==> src/rtl/pll_reconfig_pkg.sv <==
// Shared constants and types for the PLL reconfiguration sequencer:
// scan-chain counter addresses, the sequencer state encoding and the
// parameter word presented to the reconfig megafunction.
package pll_reconfig_pkg;

  // Number of scan-chain parameter writes per reconfiguration.
  localparam int NUM_WRITES = 8;

  // Counter-type addresses.
  localparam logic [3:0] CT_N  = 4'b0000;
  localparam logic [3:0] CT_M  = 4'b0001;
  localparam logic [3:0] CT_C0 = 4'b0100;

  // Counter-param addresses.
  localparam logic [2:0] CP_COUNT    = 3'b111;
  localparam logic [2:0] CP_HIGH     = 3'b000;
  localparam logic [2:0] CP_LOW      = 3'b001;
  localparam logic [2:0] CP_BYPASS   = 3'b100;
  localparam logic [2:0] CP_ODD_EVEN = 3'b101;

  typedef enum logic [2:0] {
    ST_IDLE,
    ST_CHECK,
    ST_WRITE,
    ST_WAIT_WR,
    ST_RECONFIG,
    ST_WAIT_RC,
    ST_WAIT_LOCK,
    ST_DONE
  } state_t;

  // One parameter write: address pair plus 9-bit data.
  typedef struct packed {
    logic [3:0] ctype;
    logic [2:0] cparam;
    logic [8:0] data;
  } param_word_t;

endpackage

==> src/rtl/pll_reconfig_sequencer_if.sv <==
// Request and megafunction-side signals of the PLL reconfiguration
// sequencer. The slave modport is the sequencer's view; master is the
// environment (requester plus PLL_CONFIG megafunction).
interface pll_reconfig_sequencer_if;

  // Request side
  logic [7:0] m;
  logic [7:0] n;
  logic [7:0] c0;
  logic       strobe;
  logic       busy;
  logic       done;
  logic       error;

  // Megafunction side
  logic [3:0] counter_type;
  logic [2:0] counter_param;
  logic [8:0] data_in;
  logic       write_param;
  logic       reconfig;
  logic       reconfig_busy;
  logic       pll_lock;

  modport master (
    output m, n, c0, strobe, reconfig_busy, pll_lock,
    input  busy, done, error, counter_type, counter_param, data_in,
           write_param, reconfig
  );

  modport slave (
    input  m, n, c0, strobe, reconfig_busy, pll_lock,
    output busy, done, error, counter_type, counter_param, data_in,
           write_param, reconfig
  );

endinterface

==> src/rtl/pll_param_encode.sv <==
// Maps a write index k and the latched divider set to the scan-chain
// address and data for that write. Purely combinational.
module pll_param_encode
  import pll_reconfig_pkg::*;
(
  input  logic [2:0]  k,
  input  logic [7:0]  m,
  input  logic [7:0]  n,
  input  logic [7:0]  c0,
  output param_word_t word
);

  // Select the table entry for index k.
  always_comb begin
    logic [8:0] c0_plus;
    // NOTE: every variable gets a value before the case so no path leaves it unassigned (no latch).
    word    = '0;
    c0_plus = {1'b0, c0} + 9'd1;   // 9-bit so c0=255 rounds up to 128
    case (k)
      3'd0: word = '{ctype: CT_N,  cparam: CP_COUNT,  data: {1'b0, n}};
      3'd1: word = '{ctype: CT_N,  cparam: CP_BYPASS, data: {8'd0, n == 8'd1}};
      3'd2: word = '{ctype: CT_M,  cparam: CP_COUNT,  data: {1'b0, m}};
      3'd3: word = '{ctype: CT_M,  cparam: CP_BYPASS, data: {8'd0, m == 8'd1}};
      3'd4: word = '{ctype: CT_C0, cparam: CP_HIGH,   data: c0_plus >> 1};
      3'd5: word = '{ctype: CT_C0, cparam: CP_LOW,
                     data: (c0 == 8'd1) ? 9'd1 : {2'b00, c0[7:1]}};
      3'd6: word = '{ctype: CT_C0, cparam: CP_BYPASS, data: {8'd0, c0 == 8'd1}};
      3'd7: word = '{ctype: CT_C0, cparam: CP_ODD_EVEN,
                     data: (c0 > 8'd1) ? {8'd0, c0[0]} : 9'd0};
      default: word = '0;
    endcase
  end

endmodule

==> src/rtl/pll_reconfig_sequencer.sv <==
// Busy-handshaked sequencer in front of PLL_CONFIG: latches an M/N/C0
// request, streams the eight scan-chain writes, pulses reconfig, waits
// for a stable lock (or times out) and ends each request with done.
module pll_reconfig_sequencer
  import pll_reconfig_pkg::*;
#(
  parameter int LOCK_STABLE  = 16,
  parameter int LOCK_TIMEOUT = 65535
) (
  input logic                     clk,
  input logic                     reset,
  pll_reconfig_sequencer_if.slave bus
);

  localparam int                  STABLE_W     = $clog2(LOCK_STABLE + 1);
  localparam logic [STABLE_W-1:0] STABLE_LAST  = STABLE_W'(LOCK_STABLE - 1);
  localparam logic [15:0]         TIMEOUT_LAST = 16'(LOCK_TIMEOUT - 1);
  localparam logic [2:0]          LAST_K       = 3'(NUM_WRITES - 1);

  state_t              state, state_next;
  logic [2:0]          k, k_next;
  logic                err_q, err_next;
  logic                guard_q;
  logic [7:0]          m_q, n_q, c0_q;
  logic [STABLE_W-1:0] stable_cnt;
  logic [15:0]         timeout_cnt;
  param_word_t         word_next, word_q;

  // Table lookup for the write about to be issued (indexed by k_next).
  pll_param_encode u_encode (
    .k    (k_next),
    .m    (m_q),
    .n    (n_q),
    .c0   (c0_q),
    .word (word_next)
  );

  // State register.
  always_ff @(posedge clk or posedge reset) begin
    // NOTE: sequential state uses non-blocking assignments so all flops update from pre-edge values.
    if (reset) state <= ST_IDLE;
    else       state <= state_next;
  end

  // Next-state, write index and error-flag decisions.
  always_comb begin
    state_next = state;
    k_next     = k;
    err_next   = err_q;
    case (state)
      ST_IDLE:  if (bus.strobe) state_next = ST_CHECK;
      ST_CHECK: begin
        if (m_q == 8'd0 || n_q == 8'd0 || c0_q == 8'd0) begin
          err_next   = 1'b1;
          state_next = ST_DONE;
        end else begin
          err_next   = 1'b0;
          k_next     = 3'd0;
          state_next = ST_WRITE;
        end
      end
      ST_WRITE: state_next = ST_WAIT_WR;
      ST_WAIT_WR: begin
        // The first cycle after a write is a guard: busy may not have risen yet.
        if (!guard_q && !bus.reconfig_busy) begin
          if (k == LAST_K) begin
            state_next = ST_RECONFIG;
          end else begin
            k_next     = k + 3'd1;
            state_next = ST_WRITE;
          end
        end
      end
      ST_RECONFIG: state_next = ST_WAIT_RC;
      ST_WAIT_RC:  if (!guard_q && !bus.reconfig_busy) state_next = ST_WAIT_LOCK;
      ST_WAIT_LOCK: begin
        // Lock is checked first so it wins a same-cycle timeout.
        if (bus.pll_lock && stable_cnt == STABLE_LAST) begin
          err_next   = 1'b0;
          state_next = ST_DONE;
        end else if (timeout_cnt == TIMEOUT_LAST) begin
          err_next   = 1'b1;
          state_next = ST_DONE;
        end
      end
      ST_DONE: state_next = ST_IDLE;
      default: state_next = ST_IDLE;
    endcase
  end

  // Request latch, write index, guard flag and the registered parameter word.
  always_ff @(posedge clk or posedge reset) begin
    if (reset) begin
      k       <= 3'd0;
      err_q   <= 1'b0;
      guard_q <= 1'b0;
      m_q     <= 8'd0;
      n_q     <= 8'd0;
      c0_q    <= 8'd0;
      word_q  <= '0;
    end else begin
      k       <= k_next;
      err_q   <= err_next;
      guard_q <= (state == ST_WRITE) || (state == ST_RECONFIG);
      if (state == ST_IDLE && bus.strobe) begin
        m_q  <= bus.m;
        n_q  <= bus.n;
        c0_q <= bus.c0;
      end
      // Load on entry to WRITE so address/data hold through the whole wait.
      if (state_next == ST_WRITE) word_q <= word_next;
    end
  end

  // Lock-stable and timeout counters, both cleared outside WAIT_LOCK.
  always_ff @(posedge clk or posedge reset) begin
    if (reset) begin
      stable_cnt  <= '0;
      timeout_cnt <= 16'd0;
    end else if (state != ST_WAIT_LOCK) begin
      stable_cnt  <= '0;
      timeout_cnt <= 16'd0;
    end else begin
      stable_cnt  <= bus.pll_lock ? stable_cnt + STABLE_W'(1) : '0;
      timeout_cnt <= timeout_cnt + 16'd1;
    end
  end

  // busy covers the working states; it is already low on the done cycle.
  assign bus.busy          = (state != ST_IDLE) && (state != ST_DONE);
  assign bus.write_param   = (state == ST_WRITE);
  assign bus.reconfig      = (state == ST_RECONFIG);
  assign bus.done          = (state == ST_DONE);
  assign bus.error         = (state == ST_DONE) && err_q;
  assign bus.counter_type  = word_q.ctype;
  assign bus.counter_param = word_q.cparam;
  assign bus.data_in       = word_q.data;

endmodule

==> src/flat_wrapper.sv <==
// flat-port wrapper written by rule: the top's interface ports become plain ports
module pll_reconfig_sequencer_flat import pll_reconfig_pkg::*;
#(
  parameter int LOCK_STABLE  = 16,
  parameter int LOCK_TIMEOUT = 65535
)
  (clk, reset, bus_m, bus_n, bus_c0, bus_strobe, bus_reconfig_busy, bus_pll_lock, bus_busy, bus_done, bus_error, bus_counter_type, bus_counter_param, bus_data_in, bus_write_param, bus_reconfig);
  pll_reconfig_sequencer_if bus_i ();
  input logic clk;
  input logic reset;
  input wire logic [$bits(bus_i.m)-1:0] bus_m;
  input wire logic [$bits(bus_i.n)-1:0] bus_n;
  input wire logic [$bits(bus_i.c0)-1:0] bus_c0;
  input wire logic [$bits(bus_i.strobe)-1:0] bus_strobe;
  input wire logic [$bits(bus_i.reconfig_busy)-1:0] bus_reconfig_busy;
  input wire logic [$bits(bus_i.pll_lock)-1:0] bus_pll_lock;
  output wire logic [$bits(bus_i.busy)-1:0] bus_busy;
  output wire logic [$bits(bus_i.done)-1:0] bus_done;
  output wire logic [$bits(bus_i.error)-1:0] bus_error;
  output wire logic [$bits(bus_i.counter_type)-1:0] bus_counter_type;
  output wire logic [$bits(bus_i.counter_param)-1:0] bus_counter_param;
  output wire logic [$bits(bus_i.data_in)-1:0] bus_data_in;
  output wire logic [$bits(bus_i.write_param)-1:0] bus_write_param;
  output wire logic [$bits(bus_i.reconfig)-1:0] bus_reconfig;
  assign bus_i.m = bus_m;
  assign bus_i.n = bus_n;
  assign bus_i.c0 = bus_c0;
  assign bus_i.strobe = bus_strobe;
  assign bus_i.reconfig_busy = bus_reconfig_busy;
  assign bus_i.pll_lock = bus_pll_lock;
  assign bus_busy = bus_i.busy;
  assign bus_done = bus_i.done;
  assign bus_error = bus_i.error;
  assign bus_counter_type = bus_i.counter_type;
  assign bus_counter_param = bus_i.counter_param;
  assign bus_data_in = bus_i.data_in;
  assign bus_write_param = bus_i.write_param;
  assign bus_reconfig = bus_i.reconfig;
  pll_reconfig_sequencer #(.LOCK_STABLE(LOCK_STABLE), .LOCK_TIMEOUT(LOCK_TIMEOUT)) u_core (.clk(clk), .reset(reset), .bus(bus_i));
endmodule
==> config.mk <==
export PLATFORM = sky130hd
export DESIGN_NAME = pll_reconfig_sequencer_flat
export DESIGN_NICKNAME = d
export VERILOG_FILES = /design/src/rtl/pll_reconfig_pkg.sv /design/src/rtl/pll_reconfig_sequencer_if.sv /design/src/rtl/pll_param_encode.sv /design/src/rtl/pll_reconfig_sequencer.sv /design/src/flat_wrapper.sv
export SDC_FILE = /design/constraint.sdc
export NUM_CORES = 1
export LEC_CHECK = 0
export BUFFER_PORTS_ARGS = -buffer_cell sky130_fd_sc_hd__buf_2
export CAP_MARGIN = 10
export CORE_MARGIN = 2
export CORE_UTILIZATION = 51
export CTS_CLUSTER_DIAMETER = 30
export DETAILED_ROUTE_END_ITERATION = 10
export PLACE_DENSITY = 0.76
export SLEW_MARGIN = 10
export SYNTH_ARGS = -nofsm -noshare
export SYNTH_HDL_FRONTEND = slang
export SYNTH_SLANG_ARGS = --single-unit
==> constraint.sdc <==
create_clock -name clk -period 2.5 [get_ports clk]
set_clock_uncertainty 0.15 [all_clocks]
set_input_delay 0.125 -clock clk [delete_from_list [all_inputs] [get_ports clk]]
set_output_delay 0.125 -clock clk [all_outputs]
set_load 0.03 [all_outputs]
==> impl_results.html, run 1 <==
<table>
<tr><th>Metric</th><th>Value</th></tr>
<tr><th colspan="2">Run status</th></tr>
<tr><td>Result of the run</td><td>completed</td></tr>
<tr><th colspan="2">Setup path</th></tr>
<tr><td>Series of cell instances along the critical path</td><td>ha_2 -&gt; a211oi_4 -&gt; and4_1 -&gt; nor3_2 -&gt; o21ai_2 -&gt; clkinv_4 -&gt; buf_6 -&gt; or3_4 -&gt; a21oi_2 -&gt; a221o_1</td></tr>
<tr><td>Startpoint types</td><td>register</td></tr>
<tr><td>Largest stage delay on the critical path</td><td>0.40 ns</td></tr>
<tr><td>Critical Path Slowest Stage Cell</td><td>sky130_fd_sc_hd__or3_4</td></tr>
<tr><td>Largest delay share family, worst path</td><td>simple AND/OR/NAND/NOR gates</td></tr>
<tr><td>Maximum fanout along the worst path</td><td>6</td></tr>
<tr><td>Type of element capturing the critical path</td><td>register</td></tr>
<tr><td>Setup CP Type</td><td>reg -&gt; reg</td></tr>
<tr><td>Worst EP required</td><td>between 2 and 3 ns</td></tr>
<tr><td>Combined buffer and inverter count along the critical path</td><td>2</td></tr>
<tr><td>Worst endpoint data arrival time</td><td>2.63 ns</td></tr>
<tr><th colspan="2">Detailed routing</th></tr>
<tr><td>Detailed-routing iteration count for the pre-antenna-repair pass</td><td>4</td></tr>
<tr><td>Via/cell ratio</td><td>about 5.6</td></tr>
<tr><td>DR iter-0 viols</td><td>roughly 110</td></tr>
<tr><td>Routed wirelength normalized by instance count</td><td>15.6 um</td></tr>
<tr><td>Routed vias</td><td>2909</td></tr>
<tr><td>Post-Route WL</td><td>about 8100 um</td></tr>
<tr><td>Detail Route Antenna Nets</td><td>0</td></tr>
<tr><td># DRC</td><td>0</td></tr>
<tr><th colspan="2">Global route</th></tr>
<tr><td>GRT Residual Overflow</td><td>0</td></tr>
<tr><td>Number of global-route vias before repair</td><td>between 2k and 3k</td></tr>
<tr><td>Pin count of the biggest net entering global routing</td><td>29</td></tr>
<tr><td>First-pass GRT wire length</td><td>13100 um</td></tr>
<tr><td>Number of antenna violations at the first check in global routing</td><td>0</td></tr>
<tr><td>GR Util All Layers</td><td>0.227</td></tr>
<tr><th colspan="2">Clocking</th></tr>
<tr><td>Cts bufs inserted</td><td>9</td></tr>
<tr><td>CTS Root Buffer Type</td><td>sky130_fd_sc_hd__clkbuf_8</td></tr>
<tr><td>Clock transition at path regs</td><td>~0.070 ns</td></tr>
<tr><td>Clk buf depth</td><td>2</td></tr>
<tr><td>CTS H-tree lvls</td><td>3</td></tr>
<tr><td>Num Clock Sinks</td><td>66</td></tr>
<tr><td>CTS tree</td><td>yes</td></tr>
<tr><td>Clock insertion delay at the later pin of the skew report</td><td>0.35 ns</td></tr>
<tr><th colspan="2">Job</th></tr>
<tr><td>Number of maximum-capacitance violations</td><td>0</td></tr>
<tr><th colspan="2">Final layout</th></tr>
<tr><td>P&amp;R area growth vs syn</td><td>31.2%</td></tr>
<tr><td>Most common cell after layout, fill and taps aside</td><td>sky130_fd_sc_hd__dfrtp_1</td></tr>
<tr><td>Post-Layout Cell Count</td><td>between 500 and 600</td></tr>
<tr><td>Share of post-route cells with drive strength above 1</td><td>0.347</td></tr>
<tr><td>Most frequent cells in the layout</td><td>sky130_fd_sc_hd__dfrtp_1 (65), sky130_fd_sc_hd__buf_2 (46), sky130_fd_sc_hd__nor2_1 (36), sky130_fd_sc_hd__nand2_1 (33), sky130_fd_sc_hd__buf_4 (28)</td></tr>
<tr><td>Fill cell total of the finished layout</td><td>between 400 and 500</td></tr>
<tr><td>Final layout net count</td><td>roughly 480</td></tr>
<tr><td>Number of diodes added for antenna fixing</td><td>0</td></tr>
<tr><th colspan="2">Synth</th></tr>
<tr><td>Synthesized area per cell</td><td>~10 um2</td></tr>
<tr><td>Biggest area contributors in the synthesized netlist</td><td>sky130_fd_sc_hd__dfrtp_1 (48%), sky130_fd_sc_hd__mux2_2 (7.6%), sky130_fd_sc_hd__nor2_1 (3.9%)</td></tr>
<tr><td>Register area share after synthesis</td><td>0.482</td></tr>
<tr><td>Area fraction of the dominant cell type after synthesis</td><td>0.482</td></tr>
<tr><td>Synthesized instance count</td><td>roughly 340</td></tr>
<tr><td>Netlist area before placement</td><td>between 3000 and 4000 um2</td></tr>
<tr><td>Total of warnings raised by yosys</td><td>0</td></tr>
<tr><td>Flop and latch count out of synthesis</td><td>66</td></tr>
<tr><td>Netlist cell types</td><td>52</td></tr>
<tr><td>Cell accounting for the most synthesized area</td><td>sky130_fd_sc_hd__dfrtp_1</td></tr>
<tr><th colspan="2">Timing</th></tr>
<tr><td>Transition time at the pin with the least slew margin</td><td>0.628 ns</td></tr>
<tr><td>Unrepaired setup endpoints after global routing</td><td>yes</td></tr>
<tr><td>Part of the cycle the worst path needs</td><td>1.00</td></tr>
<tr><td>Fin. max-slew vios</td><td>0</td></tr>
<tr><td>Clock period minus worst slack</td><td>2.50 ns</td></tr>
<tr><td>Number of endpoints with negative hold slack in the final report</td><td>0</td></tr>
<tr><td>Fmax</td><td>approximately 400 MHz</td></tr>
<tr><td>Final setup slack of the worst path</td><td>just over 0.0007 ns</td></tr>
<tr><td>Count of endpoints failing setup in the final report</td><td>0</td></tr>
<tr><td>Max_slew headroom</td><td>0.580</td></tr>
<tr><th colspan="2">Power</th></tr>
<tr><td>Pwr/cell area</td><td>between 1000 and 1500 nW/um2</td></tr>
<tr><td>Largest voltage drop on the vdd net</td><td>~0.00063 V</td></tr>
<tr><td>LEAKAGE</td><td>~2.0 nW</td></tr>
<tr><th colspan="2">Placed design</th></tr>
<tr><td>Post-DP HPWL</td><td>5560 um</td></tr>
<tr><td>Placed instance count</td><td>roughly 470</td></tr>
<tr><td>Number of buffers inserted by port buffering</td><td>between 40 and 50</td></tr>
<tr><td>Routability Congestion</td><td>between 0.8 and 0.9</td></tr>
<tr><td>Post-place setup slack</td><td>-0.00989 ns</td></tr>
<tr><th colspan="2">Floorplanning</th></tr>
<tr><td>Area of the placeable core</td><td>6420 um2</td></tr>
<tr><td>Starting Density</td><td>0.534</td></tr>
<tr><td>Die Width</td><td>86.0 um</td></tr>
<tr><td>Overall die area</td><td>between 7000 and 8000 um2</td></tr>
<tr><td>Number of rows created at floorplan</td><td>29</td></tr>
<tr><td>Vertical die dimension</td><td>~86 um</td></tr>
<tr><td># IOs</td><td>50</td></tr>
<tr><th colspan="2">Hold path</th></tr>
<tr><td>Hold/Removal Path Class</td><td>in -&gt; reg</td></tr>
</table>
## metrics by stage
stage / power, mW / area (um2) / TNS, ns / hold WS (ns) / util
floorplan: 3.34 / 3430 / 0 / 0.0918 / -
global placement: 3.96 / 3820 / 0 / -0.0186 / 0.595
detailed placement: 4.00 / 3820 / -0.0181 / 0.0000303 / 0.595
CTS: 4.84 / 4270 / -0.0377 / 0.0145 / 0.665
global route: 5.56 / 4500 / -0.207 / 0.0734 / 0.700
finish: 5.22 / 4500 / 0 / 0.0612 / 0.700
## synthesized netlist by cell type (all sizes together)
cell type	instances
dfrtp	66
nor2	37
nand2	33
mux2	23
inv	16
nand3	16
o21ai	16
nor3	15
a21oi	13
xor2	13
buf	12
a211oi	8
ha	8
nor4	6
and3	5
nand4	5
clkbuf	4
o211ai	4
or3	4
a221o	3
a221oi	3
a31oi	3
nor2b	3
xnor2	3
a2111oi	2
a21o	2
and4	2
nand3b	2
o31ai	2
a211o	1
a32oi	1
a41oi	1
and2	1
conb	1
mux2i	1
nor3b	1
o21bai	1
or2	1
## where the power goes
part           switching (mW)  internal (mW)
Combinational            1.51           1.17
Sequential              0.343           1.43
Clock                   0.388          0.383
## state kept, by name (all words and copies together), names as in the netlist
register and count:
u_core.state 3, u_core.timeout_cnt 16, u_core.c0_q 8, u_core.err_q 1
u_core.bus.data_in 8, u_core.bus.counter_param 3, u_core.bus.counter_type 2, u_core.n_q 8
u_core.m_q 8, u_core.guard_q 1, u_core.k 3, u_core.stable_cnt 5
## what timing repair did
| item | in CTS | in global routing |
|---|---|---|
| endpoints found under the hold margin | 47 | 0 |
| buffers inserted | 1 | 11 |
| setup endpoints to repair | 3 | 8 |
| hold buffers | 26 | 0 |
| gates resized for setup | 3 | 32 |
| pin swaps | 1 | 12 |
## final timing paths
path                                                   startpoint                                     end  slack [ns]  depth (start not counted)
min in group asynchronous                                   reset              u_core.c0_q[7]$_DFFE_PP0P_        0.18                          3
hold reg to reg            u_core.bus.counter_type[0]$_DFFE_PP0N_  u_core.bus.counter_type[0]$_DFFE_PP0N_        0.33                          2
hold / removal                                  bus_reconfig_busy               u_core.state[2]$_DFF_PP0_        0.06                          4
max in group asynchronous                                   reset               u_core.state[1]$_DFF_PP0_        1.30                          4
setup / recovery                            u_core.k[0]$_DFF_PP0_       u_core.bus.data_in[6]$_DFFE_PP0N_      0.0007                         10
setup reg to reg                            u_core.k[0]$_DFF_PP0_       u_core.bus.data_in[6]$_DFFE_PP0N_      0.0007                         10
## logic make-up after synthesis
| family | after synthesis | share of synthesized area |
|---|---|---|
| flops | 66 | 0.482 |
| other cells | 1 | 0.00109 |
| xor+xnor | 16 | 0.0409 |
| compound gates | 60 | 0.130 |
| mux | 24 | 0.0785 |
| buf+inv | 32 | 0.0438 |
| simple gates | 131 | 0.195 |
| fa+ha+maj | 8 | 0.0292 |
## worst reg2reg max path, delay by kind of cell (launching register included)
family	cells	cell delay, ns
AO/OA/AOI/OAI	4	0.69
adder cells (fa/ha/maj)	1	0.21
buffers and inverters	2	0.28
flip-flops	1	0.38
AND/OR/NAND/NOR	3	0.74
## area by class of cell
class	count	area, um2	area share
multi-input combinational	242	1770	0.393
tap	77	96.3	0.0214
sequential	66	1650	0.368
inverter	16	65.1	0.0145
timing repair buffer	104	749	0.167
clock inverter	3	15.0	0.00334
clock buffer	13	149	0.0331
## per-layer routing
layer  up-vias  GRT usage  part of all wire
met5         -          0                 0
met4         0     0.0880             0.018
met3        14     0.0520             0.049
met2        86      0.337              0.47
met1      1408      0.325              0.46
li1       1401          -                 -
No activity file was read; power rests on OpenSTA's default activity.
==> run 2, diff against run 1 <==
--- a/config.mk
+++ b/config.mk
@@ -5,13 +5,14 @@
 export SDC_FILE = /design/constraint.sdc
 export NUM_CORES = 1
 export LEC_CHECK = 0
+export ABC_AREA = 1
 export BUFFER_PORTS_ARGS = -buffer_cell sky130_fd_sc_hd__buf_2
 export CAP_MARGIN = 10
 export CORE_MARGIN = 2
-export CORE_UTILIZATION = 51
+export CORE_UTILIZATION = 52
 export CTS_CLUSTER_DIAMETER = 30
 export DETAILED_ROUTE_END_ITERATION = 10
-export PLACE_DENSITY = 0.76
+export PLACE_DENSITY = 0.77
 export SLEW_MARGIN = 10
 export SYNTH_ARGS = -nofsm -noshare
 export SYNTH_HDL_FRONTEND = slang
==> run 2 against run 1 <==
  * Total power barely moved
  * Wire length fell by 0.16%
  * Non-clock buffer count fell by 28
  * Hold slack improved by 0.025 ns
  * Area after synthesis rose by 6.4%
  * Register-to-register slack improved by 0.19 ns
  * Count of clock-buffer cells in the layout did not move
  * First-iteration DRC count rose by 54%
  * Sequential cell count did not move
  * Critical path type unchanged
  * Largest cell class unchanged
  * Largest power group unchanged
  * Highest routed layer unchanged
==> impl_results.html, run 2 <==
<table>
<tr><th>Metric</th><th>Value</th></tr>
<tr><th colspan="2">Run status</th></tr>
<tr><td>Result of the run</td><td>completed</td></tr>
<tr><th colspan="2">Timing</th></tr>
<tr><td>Unrepaired setup endpoints after global routing</td><td>no</td></tr>
<tr><td>Fmax</td><td>434 MHz</td></tr>
<tr><td>Clock period minus worst slack</td><td>between 2 and 2.5 ns</td></tr>
<tr><td>Setup TNS</td><td>0 ns</td></tr>
<tr><td>Part of the cycle the worst path needs</td><td>0.922</td></tr>
<tr><td>Worst slack on hold paths</td><td>approximately 0.086 ns</td></tr>
<tr><td>Final setup slack of the worst path</td><td>slightly below 0.2 ns</td></tr>
<tr><td>Number of endpoints with negative hold slack in the final report</td><td>0</td></tr>
<tr><td>Fin. max-slew vios</td><td>0</td></tr>
<tr><td>Count of endpoints failing setup in the final report</td><td>0</td></tr>
<tr><th colspan="2">Synth</th></tr>
<tr><td>Synthesized area per cell</td><td>just under 8 um2</td></tr>
<tr><td>Largest family of logic cells by synthesized area</td><td>simple AND/OR/NAND/NOR gates</td></tr>
<tr><td>Fraction of synthesized cell area in xor and xnor cells</td><td>0.0192</td></tr>
<tr><td>Dominant cell by count in the synthesized netlist</td><td>sky130_fd_sc_hd__nand2_1</td></tr>
<tr><td>Flop and latch count out of synthesis</td><td>66</td></tr>
<tr><td>Biggest area contributors in the synthesized netlist</td><td>sky130_fd_sc_hd__dfrtp_1 (45%), sky130_fd_sc_hd__nand2_1 (13%), sky130_fd_sc_hd__nor2_1 (6.9%)</td></tr>
<tr><td>Register area share after synthesis</td><td>0.453</td></tr>
<tr><td>Most used standard cells in the synthesized netlist</td><td>sky130_fd_sc_hd__nand2_1 (127), sky130_fd_sc_hd__nor2_1 (67), sky130_fd_sc_hd__dfrtp_1 (66)</td></tr>
<tr><td>Predominant post-synthesis flop cell</td><td>sky130_fd_sc_hd__dfrtp_1</td></tr>
<tr><td>Netlist area before placement</td><td>about 3600 um2</td></tr>
<tr><td>Total of warnings raised by yosys</td><td>0</td></tr>
<tr><td>Number of flops mapped to enable cells by yosys</td><td>0</td></tr>
<tr><td>Area fraction of the dominant cell type after synthesis</td><td>0.453</td></tr>
<tr><td>Cell accounting for the most synthesized area</td><td>sky130_fd_sc_hd__dfrtp_1</td></tr>
<tr><td>Adder and majority gate portion of the synthesized area</td><td>0.0275</td></tr>
<tr><td>Synthesized instance count</td><td>between 400 and 500</td></tr>
<tr><td>Simple-gate portion of the synthesized area</td><td>0.334</td></tr>
<tr><td>Mux cell area share after synthesis</td><td>0</td></tr>
<tr><td>Netlist cell types</td><td>42</td></tr>
<tr><td>Share of flip-flops with an asynchronous set or reset after synthesis</td><td>1.00</td></tr>
<tr><td>Synth Area in Compound Gates</td><td>0.0882</td></tr>
<tr><th colspan="2">Clocking</th></tr>
<tr><td>Post-CTS setup repair buffer count</td><td>0</td></tr>
<tr><td>CTS tree</td><td>yes</td></tr>
<tr><td>Num Clock Sinks</td><td>66</td></tr>
<tr><td>CTS Root Buffer Type</td><td>sky130_fd_sc_hd__clkbuf_8</td></tr>
<tr><td>CTS H-tree lvls</td><td>3</td></tr>
<tr><td>Cts bufs inserted</td><td>9</td></tr>
<tr><td>Clk buf depth</td><td>2</td></tr>
<tr><td>Clock transition at path regs</td><td>about 0.070 ns</td></tr>
<tr><td>Clock insertion delay at the later pin of the skew report</td><td>around 0.34 ns</td></tr>
<tr><th colspan="2">Setup path</th></tr>
<tr><td>RR Endpoint</td><td>u_core.bus.data_in[2]$_DFFE_PP0N_</td></tr>
<tr><td>Worst EP required</td><td>~2.6 ns</td></tr>
<tr><td>Worst endpoint data arrival time</td><td>around 2.4 ns</td></tr>
<tr><td>Slack of the worst reg-to-reg path</td><td>0.20 ns</td></tr>
<tr><td>Cell depth of the worst flop-to-flop path</td><td>14</td></tr>
<tr><td>Startpoint types</td><td>register</td></tr>
<tr><td>Maximum fanout along the worst path</td><td>9</td></tr>
<tr><td>Type of element capturing the critical path</td><td>register</td></tr>
<tr><td>Timing startpoint of the critical path</td><td>u_core.c0_q[0]$_DFFE_PP0P_</td></tr>
<tr><td>Source of the worst register-to-register timing path</td><td>u_core.c0_q[0]$_DFFE_PP0P_</td></tr>
<tr><td>CP Capture Point</td><td>u_core.bus.data_in[2]$_DFFE_PP0N_</td></tr>
<tr><td>Setup CP Type</td><td>reg -&gt; reg</td></tr>
<tr><th colspan="2">Floorplanning</th></tr>
<tr><td>Starting Density</td><td>0.537</td></tr>
<tr><td># IOs</td><td>50</td></tr>
<tr><td>Die Width</td><td>87.7 um</td></tr>
<tr><td>Number of rows created at floorplan</td><td>30</td></tr>
<tr><td>Vertical die dimension</td><td>just under 90 um</td></tr>
<tr><td>Overall die area</td><td>7700 um2</td></tr>
<tr><td>Area of the placeable core</td><td>between 6000 and 7000 um2</td></tr>
<tr><th colspan="2">Hold path</th></tr>
<tr><td>Hold/Removal Path Class</td><td>in -&gt; reg</td></tr>
<tr><th colspan="2">Global route</th></tr>
<tr><td>First-pass GRT wire length</td><td>14100 um</td></tr>
<tr><td>Number of antenna violations at the first check in global routing</td><td>0</td></tr>
<tr><td>Pin count of the biggest net entering global routing</td><td>67</td></tr>
<tr><td>Number of global-route vias before repair</td><td>approximately 3.2k</td></tr>
<tr><td>GR Util All Layers</td><td>0.236</td></tr>
<tr><td>GRT Residual Overflow</td><td>0</td></tr>
<tr><th colspan="2">Final layout</th></tr>
<tr><td>Total area of sequential cells</td><td>between 1500 and 2000 um2</td></tr>
<tr><td>Final layout net count</td><td>588</td></tr>
<tr><td>Largest register by flop count</td><td>u_core.timeout_cnt</td></tr>
<tr><td>Number of diodes added for antenna fixing</td><td>0</td></tr>
<tr><td>Most common cell after layout, fill and taps aside</td><td>sky130_fd_sc_hd__nand2_1</td></tr>
<tr><td>P&amp;R area growth vs syn</td><td>21.9%</td></tr>
<tr><td>Share of the core filled with cells</td><td>0.654</td></tr>
<tr><td>Share of post-route cells with drive strength above 1</td><td>0.173</td></tr>
<tr><td>Fill cell total of the finished layout</td><td>~570</td></tr>
<tr><td>Most frequent cells in the layout</td><td>sky130_fd_sc_hd__nand2_1 (127), sky130_fd_sc_hd__nor2_1 (67), sky130_fd_sc_hd__dfrtp_1 (66), sky130_fd_sc_hd__inv_1 (47), sky130_fd_sc_hd__buf_2 (46)</td></tr>
<tr><td>Max reg flops</td><td>16</td></tr>
<tr><td>Multi-input logic area</td><td>around 1700 um2</td></tr>
<tr><td>Post-Layout Cell Count</td><td>~650</td></tr>
<tr><td>Non-Filler Cell Area, Final</td><td>between 4000 and 5000 um2</td></tr>
<tr><th colspan="2">Power</th></tr>
<tr><td>Largest voltage drop on the vdd net</td><td>~0.00053 V</td></tr>
<tr><td>LEAKAGE</td><td>around 2.1 nW</td></tr>
<tr><td>Pwr/cell area</td><td>~1200 nW/um2</td></tr>
<tr><td>Total Power</td><td>between 5 and 6 mW</td></tr>
<tr><th colspan="2">Detailed routing</th></tr>
<tr><td>Routed wirelength normalized by instance count</td><td>between 10 and 15 um</td></tr>
<tr><td>Post-Route WL</td><td>~8000 um</td></tr>
<tr><td>Detail Route Antenna Nets</td><td>0</td></tr>
<tr><td>Routed vias</td><td>3236</td></tr>
<tr><td># DRC</td><td>0</td></tr>
<tr><td>Detailed-routing iteration count for the pre-antenna-repair pass</td><td>5</td></tr>
<tr><td>DR iter-0 viols</td><td>173</td></tr>
<tr><td>Via/cell ratio</td><td>4.97</td></tr>
<tr><th colspan="2">Placed design</th></tr>
<tr><td>Post-place setup slack</td><td>between 0.15 and 0.2 ns</td></tr>
<tr><td>Placed cell area</td><td>3980 um2</td></tr>
<tr><td>Post-DP HPWL</td><td>~6000 um</td></tr>
<tr><td>Routability Congestion</td><td>between 0.8 and 0.9</td></tr>
<tr><td>Number of buffers inserted by port buffering</td><td>46</td></tr>
<tr><td>Placed instance count</td><td>608</td></tr>
<tr><th colspan="2">Job</th></tr>
<tr><td>Number of maximum-capacitance violations</td><td>0</td></tr>
</table>
## run 2: changes by cell type in the layout (fill, tap and decap cells not counted), moves of 5 or more
cell	delta
sky130_fd_sc_hd__and3_1	-5
sky130_fd_sc_hd__buf_4	-26
sky130_fd_sc_hd__inv_1	+35
sky130_fd_sc_hd__mux2_2	-22
sky130_fd_sc_hd__nand2_1	+94
sky130_fd_sc_hd__nand3_1	+14
sky130_fd_sc_hd__nor2_1	+31
sky130_fd_sc_hd__o21ai_0	+21
sky130_fd_sc_hd__xor2_1	-6
## run 2: worst min path at each step
stage	startpoint	end	slack, ns	cells after the start
final	bus_reconfig_busy	u_core.state[1]$_DFF_PP0_	0.09	4
after global routing	bus_reconfig_busy	u_core.state[1]$_DFF_PP0_	0.11	4
after CTS	bus_reconfig_busy	u_core.state[1]$_DFF_PP0_	0.07	4
after detailed placement	reset	u_core.timeout_cnt[9]$_DFF_PP0_	0.07	3
after global placement	reset	u_core.n_q[4]$_DFFE_PP0P_	0.08	3
after floorplan	bus_pll_lock	u_core.stable_cnt[1]$_DFF_PP0_	0.09	2
## run 2: layout make-up
type                            count  share of cell area
Timing Repair Buffer               76               0.121
Clock inverter                      2             0.00282
Sequential cell                    66               0.372
Multi-Input combinational cell    341               0.392
Inverter                           57              0.0504
Clock buffer                       13              0.0358
Tap cell                           96              0.0270
## run 2: logic make-up after synthesis
kind of cell | after synthesis
xor gates and xnor gates | 8
AOI/OAI and AO/OA | 57
DFF | 66
other | 1
buffers and inverters | 67
adders and majority gates | 8
and+or+nand+nor | 264
## run 2: worst max-delay path, cell delays in order (launching register included)
cell and delay, ns:
sky130_fd_sc_hd__dfrtp_1 0.42, sky130_fd_sc_hd__inv_1 0.10, sky130_fd_sc_hd__ha_1 0.15, sky130_fd_sc_hd__inv_1 0.04, sky130_fd_sc_hd__nor3_1 0.17, sky130_fd_sc_hd__nand2_2 0.12, sky130_fd_sc_hd__nand3_2 0.13, sky130_fd_sc_hd__nand2_2 0.12
sky130_fd_sc_hd__nand3_2 0.11, sky130_fd_sc_hd__nand2_4 0.11, sky130_fd_sc_hd__nor3_2 0.32, sky130_fd_sc_hd__nand2_1 0.08, sky130_fd_sc_hd__nand3_1 0.08, sky130_fd_sc_hd__nand3_1 0.07, sky130_fd_sc_hd__nand2_1 0.07
## run 2: layer usage
metal / global-route usage / share of wire
met5: 0 / 0
met4: 0.106 / 0.024
met3: 0.0386 / 0.037
met2: 0.392 / 0.49
met1: 0.304 / 0.45
## run 2: what timing repair did
item,in CTS,in global routing
gates resized for setup,0,3
hold buffers,27,0
endpoints found under the hold margin,96,0
setup endpoints to repair,0,7
## run 2: report_power, final
group / total, mW / switching (mW) / internal [mW]
clock network: 0.794 / 0.387 / 0.408
logic: 2.67 / 1.79 / 0.886
registers: 1.75 / 0.302 / 1.45
total: 5.22 / 2.48 / 2.74
